<file path="config.mk">
export PLATFORM = sky130hd
export DESIGN_NAME = lifo_ext
export DESIGN_NICKNAME = d
export VERILOG_FILES = /design/src/rtl/lifo_ext_pkg.sv /design/src/rtl/lifo_ext_ram.sv /design/src/rtl/lifo_ext.sv
export SDC_FILE = /design/constraint.sdc
export NUM_CORES = 1
export LEC_CHECK = 0
export ABC_AREA = 1
export CORE_ASPECT_RATIO = 1.5
export CORE_MARGIN = 2
export CORE_UTILIZATION = 36
export CTS_CLUSTER_DIAMETER = 30
export DETAILED_ROUTE_END_ITERATION = 8
export GPL_TIMING_DRIVEN = 0
export PLACE_DENSITY = 0.58
export SYNTH_ARGS = -nofsm -noshare
export SYNTH_HDL_FRONTEND = slang
export SYNTH_SLANG_ARGS = --single-unit
</file>
<file path="constraint.sdc">
create_clock -name clk_i -period 3 [get_ports clk_i]
set_input_delay 0.45 -clock clk_i [delete_from_list [all_inputs] [get_ports clk_i]]
set_output_delay 0.45 -clock clk_i [all_outputs]
set_load 0.02 [all_outputs]
</file>
<file path="src/rtl/lifo_ext_pkg.sv">
// Shared types and helpers for the lifo_ext stack.
// Request classification and depth calculation used by the top and the RAM.
package lifo_ext_pkg;

  // Encoded as {rd_acc, wr_acc} so decode is a plain cast.
  typedef enum logic [1:0] {
    IDLE    = 2'b00,
    PUSH    = 2'b01,
    POP     = 2'b10,
    REPLACE = 2'b11
  } req_e;

  function automatic int lifo_depth(input int awidth);
    return 1 << awidth;
  endfunction

  function automatic req_e decode_req(input logic wr_acc, input logic rd_acc);
    return req_e'({rd_acc, wr_acc});
  endfunction

endpackage

</file>
<file path="src/rtl/lifo_ext_ram.sv">
// Single-clock DWIDTH x DEPTH storage: one write port, one registered read port.
// A read and write to the same address in one cycle returns the old word.
module lifo_ext_ram
  import lifo_ext_pkg::*;
#(
  parameter int DWIDTH = 8,
  parameter int AWIDTH = 4
) (
  input  logic              clk_i,
  input  logic              srst_i,
  input  logic              we_i,
  input  logic [AWIDTH-1:0] waddr_i,
  input  logic [DWIDTH-1:0] wdata_i,
  input  logic              re_i,
  input  logic [AWIDTH-1:0] raddr_i,
  output logic [DWIDTH-1:0] rdata_o
);

  localparam int DEPTH = lifo_depth(AWIDTH);

  logic [DWIDTH-1:0] mem_q [DEPTH];
  logic [DWIDTH-1:0] rdata_q;

  always_ff @(posedge clk_i) begin
    if (we_i) begin
      mem_q[waddr_i] <= wdata_i;
    end
  end

  // Output register is resettable so the popped-data port starts at zero.
  always_ff @(posedge clk_i) begin
    if (srst_i) begin
      rdata_q <= '0;
    end else if (re_i) begin
      rdata_q <= mem_q[raddr_i];
    end
  end

  assign rdata_o = rdata_q;

endmodule

</file>
<file path="src/rtl/lifo_ext.sv">
// LIFO stack with registered pop data, status flags and word count.
// Optional sticky overflow/underflow flags are built when LIFO_EXT_ERR_FLAGS_EN is defined.
module lifo_ext
  import lifo_ext_pkg::*;
#(
  parameter int DWIDTH   = 8,
  parameter int AWIDTH   = 4,
  parameter int AF_LEVEL = 2**AWIDTH - 2,
  parameter int AE_LEVEL = 2
) (
  input  logic              clk_i,
  input  logic              srst_i,
  input  logic              wrreq_i,
  input  logic [DWIDTH-1:0] data_i,
  input  logic              rdreq_i,
  output logic [DWIDTH-1:0] q_o,
  output logic              q_valid_o,
  output logic              empty_o,
  output logic              full_o,
  output logic              almost_empty_o,
  output logic              almost_full_o,
  output logic [AWIDTH:0]   usedw_o,
  output logic              overflow_o,
  output logic              underflow_o
);

  localparam int              DEPTH   = lifo_depth(AWIDTH);
  localparam logic [AWIDTH:0] DEPTH_C = (AWIDTH+1)'(DEPTH);
  localparam logic [AWIDTH:0] AF_C    = (AWIDTH+1)'(AF_LEVEL);
  localparam logic [AWIDTH:0] AE_C    = (AWIDTH+1)'(AE_LEVEL);
  localparam logic [AWIDTH:0] ONE_C   = (AWIDTH+1)'(1);

  logic [AWIDTH:0]   usedw_q, usedw_d;
  logic              empty_q, full_q, ae_q, af_q, q_valid_q;
  logic              wr_acc, rd_acc;
  req_e              req;
  logic              ram_we, ram_re;
  logic [AWIDTH-1:0] ram_waddr, top_addr;

  assign wr_acc = wrreq_i && (!full_q || rdreq_i);
  assign rd_acc = rdreq_i && !empty_q;
  assign req    = decode_req(wr_acc, rd_acc);

  // Count doubles as the stack pointer: top word lives at usedw-1.
  assign top_addr = usedw_q[AWIDTH-1:0] - AWIDTH'(1);

  always_comb begin
    usedw_d   = usedw_q;
    ram_we    = 1'b0;
    ram_re    = 1'b0;
    ram_waddr = usedw_q[AWIDTH-1:0];
    unique case (req)
      PUSH: begin
        ram_we  = 1'b1;
        usedw_d = usedw_q + ONE_C;
      end
      POP: begin
        ram_re  = 1'b1;
        usedw_d = usedw_q - ONE_C;
      end
      REPLACE: begin
        ram_we    = 1'b1;
        ram_re    = 1'b1;
        ram_waddr = top_addr;
      end
      default: ;
    endcase
    if (srst_i) begin
      ram_we = 1'b0;
      ram_re = 1'b0;
    end
  end

  always_ff @(posedge clk_i) begin
    if (srst_i) begin
      usedw_q   <= '0;
      empty_q   <= 1'b1;
      ae_q      <= 1'b1;
      full_q    <= 1'b0;
      af_q      <= 1'b0;
      q_valid_q <= 1'b0;
    end else begin
      usedw_q   <= usedw_d;
      empty_q   <= (usedw_d == '0);
      full_q    <= (usedw_d == DEPTH_C);
      ae_q      <= (usedw_d <= AE_C);
      af_q      <= (usedw_d >= AF_C);
      q_valid_q <= rd_acc;
    end
  end

  lifo_ext_ram #(
    .DWIDTH (DWIDTH),
    .AWIDTH (AWIDTH)
  ) u_ram (
    .clk_i   (clk_i),
    .srst_i  (srst_i),
    .we_i    (ram_we),
    .waddr_i (ram_waddr),
    .wdata_i (data_i),
    .re_i    (ram_re),
    .raddr_i (top_addr),
    .rdata_o (q_o)
  );

`ifdef LIFO_EXT_ERR_FLAGS_EN
  logic overflow_q, underflow_q;

  always_ff @(posedge clk_i) begin
    if (srst_i) begin
      overflow_q  <= 1'b0;
      underflow_q <= 1'b0;
    end else begin
      if (wrreq_i && full_q && !rdreq_i) overflow_q <= 1'b1;
      if (rdreq_i && empty_q)            underflow_q <= 1'b1;
    end
  end

  assign overflow_o  = overflow_q;
  assign underflow_o = underflow_q;
`else
  assign overflow_o  = 1'b0;
  assign underflow_o = 1'b0;
`endif

  assign q_valid_o      = q_valid_q;
  assign empty_o        = empty_q;
  assign full_o         = full_q;
  assign almost_empty_o = ae_q;
  assign almost_full_o  = af_q;
  assign usedw_o        = usedw_q;

endmodule
</file>
==> flow_results.org, run 1 <==
** Placed design
- Summed over all nets, the half-perimeter wirelength after detailed placement is 10.82 mm.
- At the end of routability-driven placement, the weighted congestion stood at 0.8633.
- After detailed placement, the total cell area comes to 6686 sq um.
- In this run the tool buffered the top-level ports with 29 buffer cells.

** Setup path
- List of cells traversed by the critical path :: inv_2 -> buf_4 -> buf_2 -> ha_1 -> buf_2 -> o21ai_0 -> inv_1 -> nor2_1 -> nand2_1 -> nor2_4
- Of all nets on the critical path, the largest fanout is 10.
- In this design, the critical path's most frequently occurring cell is sky130_fd_sc_hd__buf_2.
- Data on the critical path arrives at its endpoint at 2.96 ns.
- The largest single stage delay on the critical path is 0.44 ns.
- Worst path slowest cell :: sky130_fd_sc_hd__dfxtp_2
- Counting both buffers and inverters, the worst setup path holds a total of 5.
- The critical path is of the register to register type.
- Nature of the critical path startpoint :: register
- Cell type group with the largest total delay on the critical path :: simple AND/OR/NAND/NOR gates
- Critical Path RT :: 3.09 ns
- The worst setup path is captured at a register.

** Detailed routing
- The detailed router finished its first iteration with 392 violations.
- The pre-antenna-repair detailed-routing pass consisted of 7 iterations.
- In the final routed layout, each cell accounts on average for 18.70 um.
- Vias after detailed routing :: 4,304
- Wire length after detailed routing :: 15.54 mm
- Drt via density :: 5.179
- Antenna-violating nets left :: 0
- Number of remaining DRC errors :: 0

** Finish
- Count of filler cells inserted in the layout :: 1,541
- After the last flow step, the layout net total stands at 625.
- From synthesis to final layout, the design area changed by 21.37%.
- Fraction of final layout cells sized beyond drive strength 1 :: 11.43%
- Summing all multi-input logic gate instances after layout gives 1799 sq um.
- Fin area :: 7440 sq um
- The repair_antennas step left the layout with diodes totalling 0.
- Most common cell after layout, fill and taps aside :: sky130_fd_sc_hd__edfxtp_1
- Fraction of the core area covered by cells at the end of the flow :: 44.57%
- Flip-flop and latch area :: 4205 sq um
- In the layout the commonest cells are sky130_fd_sc_hd__edfxtp_1, sky130_fd_sc_hd__nor2_1, sky130_fd_sc_hd__o21ai_0.

** GRT
- Global-route wire length before repair :: 23.81 mm
- Number of global-route vias before repair :: 4,278
- Antenna violations before repair :: 0
- In the global route stage, overall resource usage came out at 17.55%.
- Total gr overflow :: 0
- Entering global routing, the biggest net connects 17 pins.

** Timing
- Final hold vios :: 0
- The tightest hold path in the finished design has a slack of 0.4441 ns.
- Worst-margin pin slew :: 0.7704 ns
- Final number of setup-violating endpoints :: 0
- After routing, the total negative slack on setup checks comes to 0 ns.
- Clock skew on the completed layout was measured at 0.009079 ns.
- Share of the clock period used by the worst path :: 95.59%
- Setup repair after global routing missed its margin :: yes
- Count of final max-slew check failures :: 0
- In this run the tightest slew margin relative to its limit is 48.48%.
- Minimum clock period :: 2.868 ns
- Based on the critical path, the design can be clocked at up to 0.3487 GHz.

** Clock tree
- The tree built by TritonCTS fans out to 146 sinks.
- Clock root buffer :: sky130_fd_sc_hd__clkbuf_16
- Clk Latency, worst-skew pair :: 0.42 ns
- CTS tree :: yes
- CTS buffer count :: 17
- After clock tree synthesis, the clock-pin slew on the worst setup and hold paths is 0.06 ns.
- Count of H-tree levels built during CTS :: 4
- Hold Buf Count CTS :: 0
- Counting along the longest clock path gives a buffer depth of 2.

** Floorplanning
- The initial utilization of the core area, before any placement, comes to 36.72%.
- Die width :: 110.5 um
- Number of placement rows :: 58
- Placeable core region :: 16,690 sq um
- Area of the die :: 18,110 sq um
- Die span in y :: 163.8 um
- For this design the top-level I/O count stands at 32.

** Synthesis
- Register area share after synthesis :: 68.59%
- Yosys mapped the design onto 26 distinct sky130hd cell types.
- Summed instance area of the synthesized netlist :: 6130 sq um
- Averaged over all synthesized cells, the footprint is 11.00 sq um.
- Warnings, synthesis :: 0
- The cell count after synthesis came out at 557.
- #FFs+latches synth :: 146

** Job
- The tool flagged a number of max-cap violations equal to 0.

** Power
- The worst-case IR drop observed on VDD is 0.0004521 V.
- In this run the static leakage power is 2.621 nW.
- For this design the ratio of total power to cell area is 831.2 nW/um^2.
- Post-layout total power :: 6.184 mW

** Hold path
- The worst hold path belongs to the class register to register.

** Outcome
- The run finished with clean final reports.
==> cells in the mapped netlist (all sizes together) <==
cell / count / share of area [%]
nor2: 133 / 8.1
edfxtp: 128 / 63
o21ai: 72 / 5.9
nand2: 64 / 4.0
nand3: 43 / 3.6
inv: 33 / 2.0
o211ai: 24 / 2.9
dfxtp: 18 / 5.9
buf: 15 / 1.3
clkbuf: 11 / 0.67
ha: 5 / 1.0
xnor2: 3 / 0.73
nand4: 2 / 0.20
nor3: 2 / 0.16
a21oi: 1 / 0.082
clkinv: 1 / 0.061
conb: 1 / 0.061
xor2: 1 / 0.45
==> what timing repair did <==
| item | in CTS | in global routing |
|---|---|---|
| resized for setup | 11 | 22 |
| endpoints found under the hold margin | 0 | 0 |
| buffers inserted | 0 | 2 |
| endpoints found under the setup margin | 128 | 128 |
| pin swaps | 0 | 8 |
==> metrics by stage <==
| stage | setup WS, ns | instances |
|---|---|---|
| final | 0.1322 | 831 |
| after global routing | -0.04237 | 831 |
| after CTS | -0.1815 | 829 |
| after detailed placement | -0.3136 | 797 |
| after global placement | -0.2555 | 797 |
| after floorplan | 0.3595 | 558 |
==> worst register-to-register path, delay by kind of cell, from the launching register on <==
family / cells / cell delay (ns)
AO/OA/AOI/OAI: 1 / 0.27
adder cells (fa/ha/maj): 1 / 0.37
buffers and inverters: 5 / 0.72
flip-flops: 1 / 0.44
AND/OR/NAND/NOR: 3 / 0.74
==> where the power goes <==
part	total (mW)	internal, mW	switching (mW)
clock	2.14	1.31	0.831
sequential	2.34	2.30	0.0406
combinational	1.70	0.524	1.18
==> state kept, by name, summed over array words and instances (netlist names) <==
signal,count
usedw_o,5
u_ram.rdata_o,8
almost_full_o,1
empty_o,1
almost_empty_o,1
u_ram.mem_q,128
q_valid_o,1
full_o,1
==> final cells by class <==
type | instances | area share, %
clock inverters | 13 | 2.136
inverters | 34 | 1.715
clock buffers | 19 | 5.819
flip-flops and latches | 146 | 56.53
multi-input cells | 352 | 24.18
plain buffers | 26 | 1.648
well taps | 210 | 3.532
repair buffers | 31 | 4.440
==> routing by layer <==
metal	GRT usage [%]	up-vias	share of wire (%)
met2	32.49	136	53
met4	10.68	0	4.9
met3	2.399	37	3.8
li1	-	2049	-
met1	18.97	2082	38
met5	0	-	0
==> kinds of logic (layout without fill, tap and decap cells) <==
logic type	after synthesis	count (layout)	synth area share, %
and+or+nand+nor	244	244	16.11
DFF	146	146	68.59
AOI/OAI and AO/OA	97	97	8.961
buffers and inverters	60	123	4.082
adders and majority gates	5	5	1.021
xor gates and xnor gates	4	4	1.184
other	1	2	0.06118
==> final timing paths <==
check	start	end	slack, ns	cells past startpoint
setup / recovery	usedw_o[0]	u_ram.mem_q[2][1]	0.13	10
hold / removal	empty_o	q_valid_o	0.44	1
hold reg to reg	empty_o	q_valid_o	0.44	1
setup reg to reg	usedw_o[0]	u_ram.mem_q[2][1]	0.13	10
No activity file was read; power rests on OpenSTA's default activity.
==> run 2, diff against run 1 <==
==> constraint.sdc (replaced) <==
create_clock -name clk_i -period 3.7 [get_ports clk_i]
set_input_delay 0.555 -clock clk_i [delete_from_list [all_inputs] [get_ports clk_i]]
set_output_delay 0.555 -clock clk_i [all_outputs]
set_load 0.02 [all_outputs]
==> run 2 against run 1 <==
Compared with the run above:
- critical path depth stayed put
- cell count is 0.24% lower
- largest power group unchanged
- critical path type unchanged
- sequential share of layout area is 1.2 points higher
- critical endpoint is now u_ram.mem_q[7][7]
==> flow_results.org, run 2 (synthesized netlist as in run 1, its figures left out) <==
** GRT
- The via count of the first global-routing pass came to 4,252 (-0.61%).
- Maximum number of pins on one net before global-route repair :: 17 (unchanged)
- The overall track demand over capacity in global routing was 17.54% (about the same).
- Layer carrying the most global-route usage :: met2
- The wire length of the first global-routing pass was 23.79 mm (about the same).
- M1 GR Usage :: 19.00% (+0.024 points)
- The met2 track demand over resource is 32.52% (about the same).
- The global routing met3 resource utilization came to 2.435% (+0.037 points).
- The initial antenna violation count came to 0 (unchanged).
- The leftover overflow at the end of global routing came to 0 (unchanged).

** Finish
- The fraction of final layout cells sized beyond drive strength 1 came to 8.401% (-3.0 points).
- The count of antenna diodes in the layout came to 0 (unchanged).
- Synth-to-Final Area Change :: 18.74%
- NumNets Final :: 623 (-0.32%)
- The library cell used most frequently in the layout, excluding fill and tap cells, is sky130_fd_sc_hd__nor2_1.
- Ranked by flip-flop count, first place goes to u_ram.mem_q.
- The flip-flop count of the largest register after layout came to 128 (unchanged).
- In the layout the commonest cells are sky130_fd_sc_hd__nor2_1, sky130_fd_sc_hd__edfxtp_1, sky130_fd_sc_hd__o21ai_0.
- The number of non-filler instances in the completed layout came to 829 (-0.24%).

** Power
- The power consumption came to 4.972 mW (-20%).
- Peak supply drop :: 0.0003626 V (-20%)
- Areal power density over the cells :: 683.1 nW/um^2 (-18%)
- The static leakage came to 2.600 nW (-0.78%).

** Detailed routing
- TritonRoute pass-1 iters :: 8 (+1)
- The count of antenna-violating nets left after detailed routing is 0 (unchanged).
- Number of remaining DRC errors :: 0 (unchanged)
- DR WL/cell :: 18.69 um (about the same)
- Vias after detailed routing :: 4,278 (-0.60%)
- Drt via density :: 5.160 (-0.36%)
- The total wirelength of the detailed-routed design is 15.49 mm (-0.32%).
- The number of design-rule violations left by the first detailed-router iteration came to 357 (-8.9%).

** Timing
- Setup TNS Final :: 0 ns (unchanged)
- Slew Limit Headroom :: 45.67% (-2.8 points)
- The post-route fraction of the period consumed by the critical path came to 87.72% (-7.9 points).
- The peak clock frequency supported by timing is 0.3081 GHz (-12%).
- The setup-violating endpoint count in the final report is 0 (unchanged).
- The number of failing hold endpoints at the final stage is 0 (unchanged).
- Worst clock skew on the final layout :: 0.008175 ns (-0.0009034 ns)
- The minimum clock period was 3.246 ns (+0.3781 ns).
- The count of pins over their slew limit was 0 (unchanged).
- The measured slew at the worst slew-check pin was 0.8119 ns (+0.04155 ns).
- Setup repair after global routing left no endpoint under its margin.

** Clock tree
- The number of buffers created by CTS came to 17 (unchanged).
- Clk Latency, worst-skew pair :: 0.42 ns (about the same)
- CTS tree :: yes
- Clock root buffer :: sky130_fd_sc_hd__clkbuf_16
- Clk pin slew, worst setup/hold paths :: 0.06 ns (about the same)
- The maximum level of the CTS H-tree came to 4 (unchanged).
- Maximum clock path buffer count :: 2 (unchanged)
- The number of buffers inserted for hold repair after clock tree synthesis came to 0 (unchanged).
- Clock sink count :: 146 (unchanged)
- Post-CTS Repair Setup Buffers :: 0 (unchanged)
- CTS resizes :: 0 (-11)

** Floorplanning
- Die width :: 110.5 um (unchanged)
- Initial core utilization :: 36.72% (unchanged)
- Number of placement rows :: 58 (unchanged)
- The count of boundary I/O pins came to 32 (unchanged).
- Die span in y :: 163.8 um (unchanged)
- Area of the die :: 18,110 sq um (unchanged)
- Placeable core region :: 16,690 sq um (unchanged)

** Setup path
- The minimum setup slack among reg-to-reg paths is 0.45 ns (+0.32 ns).
- Endpoint of the lowest-slack register-to-register path :: u_ram.mem_q[7][7]
- The delay of the slowest critical-path stage was 0.65 ns (+0.21 ns).
- The data arrival time of the worst path is 3.29 ns (+0.33 ns).
- The worst setup path is captured at a register.
- The worst setup path is launched from a register.
- List of cells traversed by the critical path :: inv_2 -> buf_4 -> buf_2 -> ha_1 -> buf_2 -> o21ai_0 -> inv_1 -> nor2_1 -> nand2_1 -> nor2_1
- The peak fanout along the critical path came to 10 (unchanged).
- Start-to-end type of the worst setup path :: register to register
- The startpoint identified for the worst register-to-register timing path is usedw_o[0].
- For this design, the slowest cell found on the critical path is sky130_fd_sc_hd__nor2_1.
- Critical Path RT :: 3.74 ns (+0.65 ns)
- Depth of the worst register-to-register path :: 10 (unchanged)

** Placed design
- Port Buffer Count :: 29 (unchanged)
- The total instance count after detailed placement was 797 (unchanged).
- Final HPWL from detailed placement :: 10.82 mm (unchanged)
- RD Place Congestion :: 0.8633 (unchanged)

** Outcome
- Result of the run :: finished, final reports clean

** Hold path
- The cell count of the worst hold path was 1 (unchanged).
- Class of the worst hold path :: register to register
- The path with the worst hold slack has its endpoint at q_valid_o.
- The startpoint identified for the worst hold timing path is empty_o.

** Job
- Max-capacitance violation count :: 0 (unchanged)
-- run 2: changes by cell type in the layout (fill, tap and decap cells not counted) --
cell / before / now
sky130_fd_sc_hd__nor2_4: 16 / 0
sky130_fd_sc_hd__nor2_1: 117 / 133
sky130_fd_sc_hd__dfxtp_2: 1 / 0
sky130_fd_sc_hd__buf_12: 2 / 0
sky130_fd_sc_hd__dfxtp_1: 17 / 18
-- run 2: worst max-delay path by stage --
stage	end	slack, ns	startpoint
6_report	u_ram.mem_q[7][7]	0.45	usedw_o[0]
5_1_grt	u_ram.mem_q[3][4]	0.27	usedw_o[0]
4_1_cts	u_ram.mem_q[7][7]	0.42	usedw_o[0]
3_5_place_dp	u_ram.mem_q[7][4]	0.28	rdreq_i
3_3_place_gp	u_ram.mem_q[7][1]	0.34	rdreq_i
2_1_floorplan	u_ram.mem_q[10][0]	1.06	usedw_o[0]
-- run 2: through the flow --
step	setup slack [ns]	util (%)	area, sq um	hold slack [ns]
after floorplan	1.060	-	6133	0.5660
after global placement	0.3395	40.06	6686	0.4388
after detailed placement	0.2814	40.06	6686	0.4375
after CTS	0.4250	43.61	7278	0.4460
after global routing	0.2704	43.61	7278	0.4604
final	0.4542	43.61	7278	0.4441
-- run 2: report_power, final --
| part | total [mW] | internal, mW | switching (mW) | leakage [nW] |
|---|---|---|---|---|
| logic | 1.34 | 0.419 | 0.919 | 1.01 |
| registers | 1.90 | 1.87 | 0.0331 | 1.30 |
| clock network | 1.73 | 1.06 | 0.673 | 0.287 |
| total | 4.97 | 3.35 | 1.62 | 2.60 |
-- run 2: cell type report --
cell class / count / area [sq um]
inverter: 34 / 127.6
sequential: 146 / 4204
clock inverter: 13 / 158.9
buffer: 26 / 122.6
tap: 210 / 262.8
fill: 1560 / 9413
clock buffer: 19 / 432.9
timing repair buffer: 29 / 290.3
multi-input combinational: 352 / 1679
-- run 2: critical path: cells and delay by family (launching register included) --
family          cells  cell delay (ns)
fa+ha+maj           1             0.37
simple gates        3             0.93
compound gates      1             0.28
buf+inv             5             0.75
flops               1             0.54
-- run 2: metal layers --
metal,up-vias,part of all wire [%]
met5,-,0
met4,0,4.9
met3,37,3.3
met2,123,52
met1,2080,40
li1,2038,-
